File: src/rtl/jtframe_sdram_bank_sched.sv
// jtframe_sdram_bank_sched
//   Arbitrates the single-transaction SDRAM command engine among four game
//   bank ports, the ROM-download (prog) port and periodic refresh. One
//   transaction is granted at a time; its address/data are latched onto
//   cmd_* and the engine's ack/dst/dok/rdy are routed back to the granted
//   requester only.
//
// Ports
//   clk, rst                 system clock, asynchronous active-high reset
//   downloading              1 = only prog and refresh are served
//   prog_*                   download port request/handshake
//   ba_rd/ba_wr/ba_addr/...  four game bank ports, bank n in slice n
//   ba_ack/dst/dok/rdy       per-bank handshake returns
//   cmd_*                    command to / handshake from the SDRAM engine
//   rfsh_req, rfsh_done      refresh request to engine / completion pulse
module jtframe_sdram_bank_sched #(
    parameter int AW          = 22,
    parameter int RFSH_EN     = 1,
    parameter int RFSH_CYCLES = 1536
) (
    input  logic            clk,
    input  logic            rst,
    input  logic            downloading,
    // download port
    input  logic            prog_rd,
    input  logic            prog_we,
    input  logic [AW-1:0]   prog_addr,
    input  logic [1:0]      prog_ba,
    input  logic [15:0]     prog_din,
    input  logic [1:0]      prog_dsn,
    output logic            prog_ack,
    output logic            prog_dst,
    output logic            prog_dok,
    output logic            prog_rdy,
    // game bank ports
    input  logic [3:0]      ba_rd,
    input  logic [3:0]      ba_wr,
    input  logic [4*AW-1:0] ba_addr,
    input  logic [63:0]     ba_din,
    input  logic [7:0]      ba_dsn,
    output logic [3:0]      ba_ack,
    output logic [3:0]      ba_dst,
    output logic [3:0]      ba_dok,
    output logic [3:0]      ba_rdy,
    // command engine
    output logic            cmd_req,
    output logic            cmd_wr,
    output logic [1:0]      cmd_ba,
    output logic [AW-1:0]   cmd_addr,
    output logic [15:0]     cmd_din,
    output logic [1:0]      cmd_dsn,
    input  logic            cmd_ack,
    input  logic            cmd_dst,
    input  logic            cmd_dok,
    input  logic            cmd_rdy,
    output logic            rfsh_req,
    input  logic            rfsh_done
);

    localparam logic [1:0] S_IDLE  = 2'd0;
    localparam logic [1:0] S_ISSUE = 2'd1;
    localparam logic [1:0] S_BUSY  = 2'd2;
    localparam logic [1:0] S_RFSH  = 2'd3;

    localparam int CW = (RFSH_CYCLES > 2) ? $clog2(RFSH_CYCLES) : 1;
    localparam logic [CW-1:0] RFSH_RELOAD = CW'(RFSH_CYCLES - 1);

    logic [1:0]    state;
    logic [1:0]    rr_ptr;
    logic [CW-1:0] rfsh_cnt;
    logic          rfsh_pend;
    logic          sel_prog;
    logic [1:0]    sel_bank;

    logic [3:0]    ba_req;
    logic [1:0]    pick;
    logic [1:0]    idx;
    logic          found;
    logic          issue_ack;
    logic          busy;

    assign ba_req = ba_rd | ba_wr;

    // Rotating search starting at rr_ptr; first requesting bank wins.
    always_comb begin
        pick  = '0;
        idx   = '0;
        found = 1'b0;
        for (int unsigned i = 0; i < 4; i++) begin
            idx = rr_ptr + 2'(i);
            if (!found && ba_req[idx]) begin
                found = 1'b1;
                pick  = idx;
            end
        end
    end

    always_ff @(posedge clk or posedge rst) begin
        if (rst) begin
            state     <= S_IDLE;
            rr_ptr    <= '0;
            rfsh_cnt  <= RFSH_RELOAD;
            rfsh_pend <= 1'b0;
            sel_prog  <= 1'b0;
            sel_bank  <= '0;
            cmd_req   <= 1'b0;
            cmd_wr    <= 1'b0;
            cmd_ba    <= '0;
            cmd_addr  <= '0;
            cmd_din   <= '0;
            cmd_dsn   <= '1;
            rfsh_req  <= 1'b0;
        end else begin
            // Expiries while already pending collapse into the one request.
            if (rfsh_cnt == '0) begin
                rfsh_cnt <= RFSH_RELOAD;
                if (RFSH_EN != 0) rfsh_pend <= 1'b1;
            end else begin
                rfsh_cnt <= rfsh_cnt - 1'b1;
            end

            case (state)
                S_IDLE: begin
                    if (rfsh_pend) begin
                        state    <= S_RFSH;
                        rfsh_req <= 1'b1;
                    end else if (downloading && (prog_rd || prog_we)) begin
                        state    <= S_ISSUE;
                        cmd_req  <= 1'b1;
                        sel_prog <= 1'b1;
                        cmd_wr   <= prog_we;
                        cmd_ba   <= prog_ba;
                        cmd_addr <= prog_addr;
                        cmd_din  <= prog_din;
                        cmd_dsn  <= prog_dsn;
                    end else if (!downloading && found) begin
                        state    <= S_ISSUE;
                        cmd_req  <= 1'b1;
                        sel_prog <= 1'b0;
                        sel_bank <= pick;
                        cmd_wr   <= ba_wr[pick];
                        cmd_ba   <= pick;
                        cmd_addr <= ba_addr[pick*AW +: AW];
                        cmd_din  <= ba_din[pick*16 +: 16];
                        cmd_dsn  <= ba_dsn[pick*2 +: 2];
                        rr_ptr   <= pick + 2'd1;
                    end
                end
                S_ISSUE: begin
                    if (cmd_ack) begin
                        cmd_req <= 1'b0;
                        state   <= S_BUSY;
                    end
                end
                S_BUSY: begin
                    if (cmd_rdy) state <= S_IDLE;
                end
                S_RFSH: begin
                    // Clearing here overrides a same-cycle expiry above.
                    if (rfsh_done) begin
                        rfsh_req  <= 1'b0;
                        rfsh_pend <= 1'b0;
                        state     <= S_IDLE;
                    end
                end
                default: state <= S_IDLE;
            endcase
        end
    end

    assign issue_ack = (state == S_ISSUE) && cmd_ack;
    assign busy      = (state == S_BUSY);

    // Engine handshakes reach only the granted requester.
    always_comb begin
        prog_ack = issue_ack & sel_prog;
        prog_dst = busy & sel_prog & cmd_dst;
        prog_dok = busy & sel_prog & cmd_dok;
        prog_rdy = busy & sel_prog & cmd_rdy;
        ba_ack   = '0;
        ba_dst   = '0;
        ba_dok   = '0;
        ba_rdy   = '0;
        if (!sel_prog) begin
            ba_ack[sel_bank] = issue_ack;
            ba_dst[sel_bank] = busy & cmd_dst;
            ba_dok[sel_bank] = busy & cmd_dok;
            ba_rdy[sel_bank] = busy & cmd_rdy;
        end
    end

endmodule

File: config.mk
export PLATFORM = sky130hd
export DESIGN_NAME = jtframe_sdram_bank_sched
export DESIGN_NICKNAME = d
export VERILOG_FILES = /design/src/rtl/jtframe_sdram_bank_sched.sv
export SDC_FILE = /design/constraint.sdc
export NUM_CORES = 1
export LEC_CHECK = 0
export CAP_MARGIN = 5
export CORE_MARGIN = 5
export CORE_UTILIZATION = 40
export DETAILED_ROUTE_END_ITERATION = 8
export PLACE_DENSITY = 0.83
export SLEW_MARGIN = 20
export SYNTH_ARGS = -nofsm -noshare
export SYNTH_HDL_FRONTEND = slang
export SYNTH_SLANG_ARGS = --single-unit
File: constraint.sdc
create_clock -name clk -period 4.9 [get_ports clk]
set_input_delay 1.47 -clock clk [delete_from_list [all_inputs] [get_ports clk]]
set_output_delay 1.47 -clock clk [all_outputs]
set_load 0.02 [all_outputs]
==> metrics <==
IO Port Bufs 284; H-tree levels 3; die extent in x 115 µm; Setup crit end kind output pin; RePlAce Congestion 0.904; CORE AREA 10,800 µm²; Max-slew headroom 0.397; Clock Path Buffers 2; io pins 285; maxcap violations 0; hold_buf cts 0; Area Growth Syn to Fin 69.2%; setup violators final 0; vias in the first global route 4,964; clock skew 0.0111 ns; post-synth top area cell dfrtp_1; synthesized area per cell 10.0 µm²; drt drc 0; initial antenna violation count 1; Main synth FF type dfrtp_1; Via Count 4,660; run status finished clean; critical path's slowest cell clkdlybuf4s50_1; Final WS setup 0.466 ns; DR pass1 iterations 4; critical path data required time 3.43 ns; leak pwr 2.98 nW; WL final 15,900 µm; worst r2r src state[0]$_DFFE_PP0P_; cell area power density 463 nW/µm²; CTS tree built; synth cell count leaders a21oi_1 (78), nor2_1 (74), nand2_1 (68), dfrtp_1 (52), mux4_1 (34); Total Routing Usage GR 0.234; Distinct cells, synth 47; RSZ-0062 raised after global routing no; number of nets with antenna violations after routing 0; Crit Path Max Fanout 6; type of the tightest min-delay check reg2reg; setup_tns 0 ns; layout cells sized above 1 0.0764; top cells by area, synth dfrtp_1 (29%), mux4_1 (20%), a21oi_1 (8.8%); Initial Utilization 0.409; fill cell count 829; post-DP HPWL 12,600 µm; floorplan row count 38; WL per Instance 18.4 µm; critical path class in2out; Fmax 226 MHz; Yosys warnings 0; Initial DRC Count 306; vias per cell 5.41; EDFF count, synth 0; synthesized area 4430 µm²; Final Max Tran Viols 0; Clock transition at path regs 0.07 ns; Final Critical Period 4.43 ns; post-place setup slack 0.472 ns; Worst Tran Pin Value 0.904 ns; Peak VDD IR 0.000272 V; hold-critical path endpoint rfsh_cnt[0]$_DFF_PP1_; largest net degree at the start of global routing 53; hold slack final 0.466 ns; Gate Count Post-Synth 443; hold path depth 1; Arr. time, crit path 2.96 ns; min-delay src rfsh_cnt[0]$_DFF_PP1_; first-pass GRT wire length 24,300 µm; die area 13,300 µm²; dpl cells 844; worst reg-to-reg setup slack 2.19 ns; Root Buffer clkbuf_8; CP Cell Sequence clkdlybuf4s50_1, nand3_1, nor2_1, clkdlybuf4s50_1; Congestion Overflow GR 0; synthesis-stage register bit count 64; post-route insts no fill 861; Crit Reg-Reg Endpoint cmd_addr[15]$_DFFE_PP0P_; CTS Sinks 64; r2r worst-path depth 5; # Post-CTS Setup Buffers 0; CP peak stage delay 0.62 ns; post-synth net total 664; DIE HEIGHT 115 µm; cell with the most instances after synthesis a21oi_1; Most common cell on crit path clkdlybuf4s50_1; later-pin clock latency in the skew report 0.34 ns; sequential-to-total area share from yosys stat 0.365; post-CTS sizing 0; top cell type's share of synthesized area 0.294; Critical Path Source Type input port; period utilization 0.905; asr flop ratio synth 1.00; Critical path origin cmd_ack; Final Hold Fails 0; PnR Total Power 3.47 mW; fin nets 936; CTS Buf Count 9
-- layout make-up --
| cell class | instances | area (µm²) | area share |
|---|---|---|---|
| multi-input combinational | 341 | 2540 | 0.339 |
| tap | 140 | 175 | 0.0234 |
| sequential | 64 | 1620 | 0.216 |
| antenna | 1 | 2.50 | 0.000334 |
| timing repair buffer | 292 | 2930 | 0.390 |
| inverter | 7 | 27.5 | 0.00367 |
| clock inverter | 6 | 68.8 | 0.00918 |
| clock buffer | 10 | 138 | 0.0184 |
-- metal layers --
metal  GRT usage  vias to the layer above  wire [µm]
li1            -                     2173          -
met1       0.253                     2223       5660
met2       0.431                      232       8310
met3      0.0626                       32       1450
met4      0.0931                        0        453
met5           0                        -          0
-- sequential cells by signal, indices dropped and copies added, names as in the netlist --
name / flops
state: 2
rfsh_pend: 1
sel_prog: 1
rfsh_cnt: 11
cmd_wr: 1
rfsh_req: 1
sel_bank: 2
cmd_dsn: 2
cmd_ba: 2
cmd_addr: 22
rr_ptr: 2
cmd_req: 1
cmd_din: 16
-- per-stage QoR --
step / instance area, µm² / util
2_1_floorplan: 4430 / -
3_3_place_gp: 7290 / 0.672
3_5_place_dp: 7290 / 0.672
4_1_cts: 7500 / 0.691
5_1_grt: 7500 / 0.692
6_report: 7500 / 0.692
-- how the worst max path moves through the flow --
| stage | cells past startpoint | slack, ns | endpoint |
|---|---|---|---|
| 2_1_floorplan | 7 | 1.47 | cmd_addr[0]$_DFFE_PP0P_ |
| 3_3_place_gp | 4 | 0.50 | ba_ack[3] |
| 3_5_place_dp | 4 | 0.47 | ba_ack[1] |
| 4_1_cts | 4 | 0.46 | ba_ack[1] |
| 5_1_grt | 4 | 0.38 | ba_ack[0] |
| 6_report | 4 | 0.47 | ba_ack[1] |
-- cells in the final DEF (no fill, tap or decap), types with 3 or more instances in the layout --
cell	netlist	routed
inv_1	7	6
a31oi_1	5	5
clkdlybuf4s50_1	0	284
or3_1	3	3
mux2i_1	4	4
mux4_1	34	34
dfstp_2	12	12
nor2_1	74	74
xor2_1	4	4
clkinv_4	0	3
clkbuf_8	5	10
nand2_1	68	68
xnor2_1	3	3
o21ai_0	12	11
buf_4	4	6
nand3_1	11	11
nor3_1	8	8
a21oi_1	78	78
mux4_2	4	4
dfrtp_1	52	52
-- cell families after synthesis --
kind of cell,share of synthesized area
simple gates,0.165
buf+inv,0.0689
fa+ha+maj,0.00282
flops,0.365
mux,0.236
xor+xnor,0.0138
compound gates,0.149
-- where the power goes --
| group | switching, mW | leakage (nW) | internal (mW) | total [mW] |
|---|---|---|---|---|
| clock | 0.216 | 0.102 | 0.250 | 0.466 |
| combinational | 1.04 | 2.16 | 1.05 | 2.09 |
| sequential | 0.153 | 0.717 | 0.756 | 0.909 |
-- critical path: cells and delay by family --
family	cells	cell delay [ns]
buffers and inverters	2	1.13
and+or+nand+nor	2	0.35
Power figures use the tool's default switching activity.
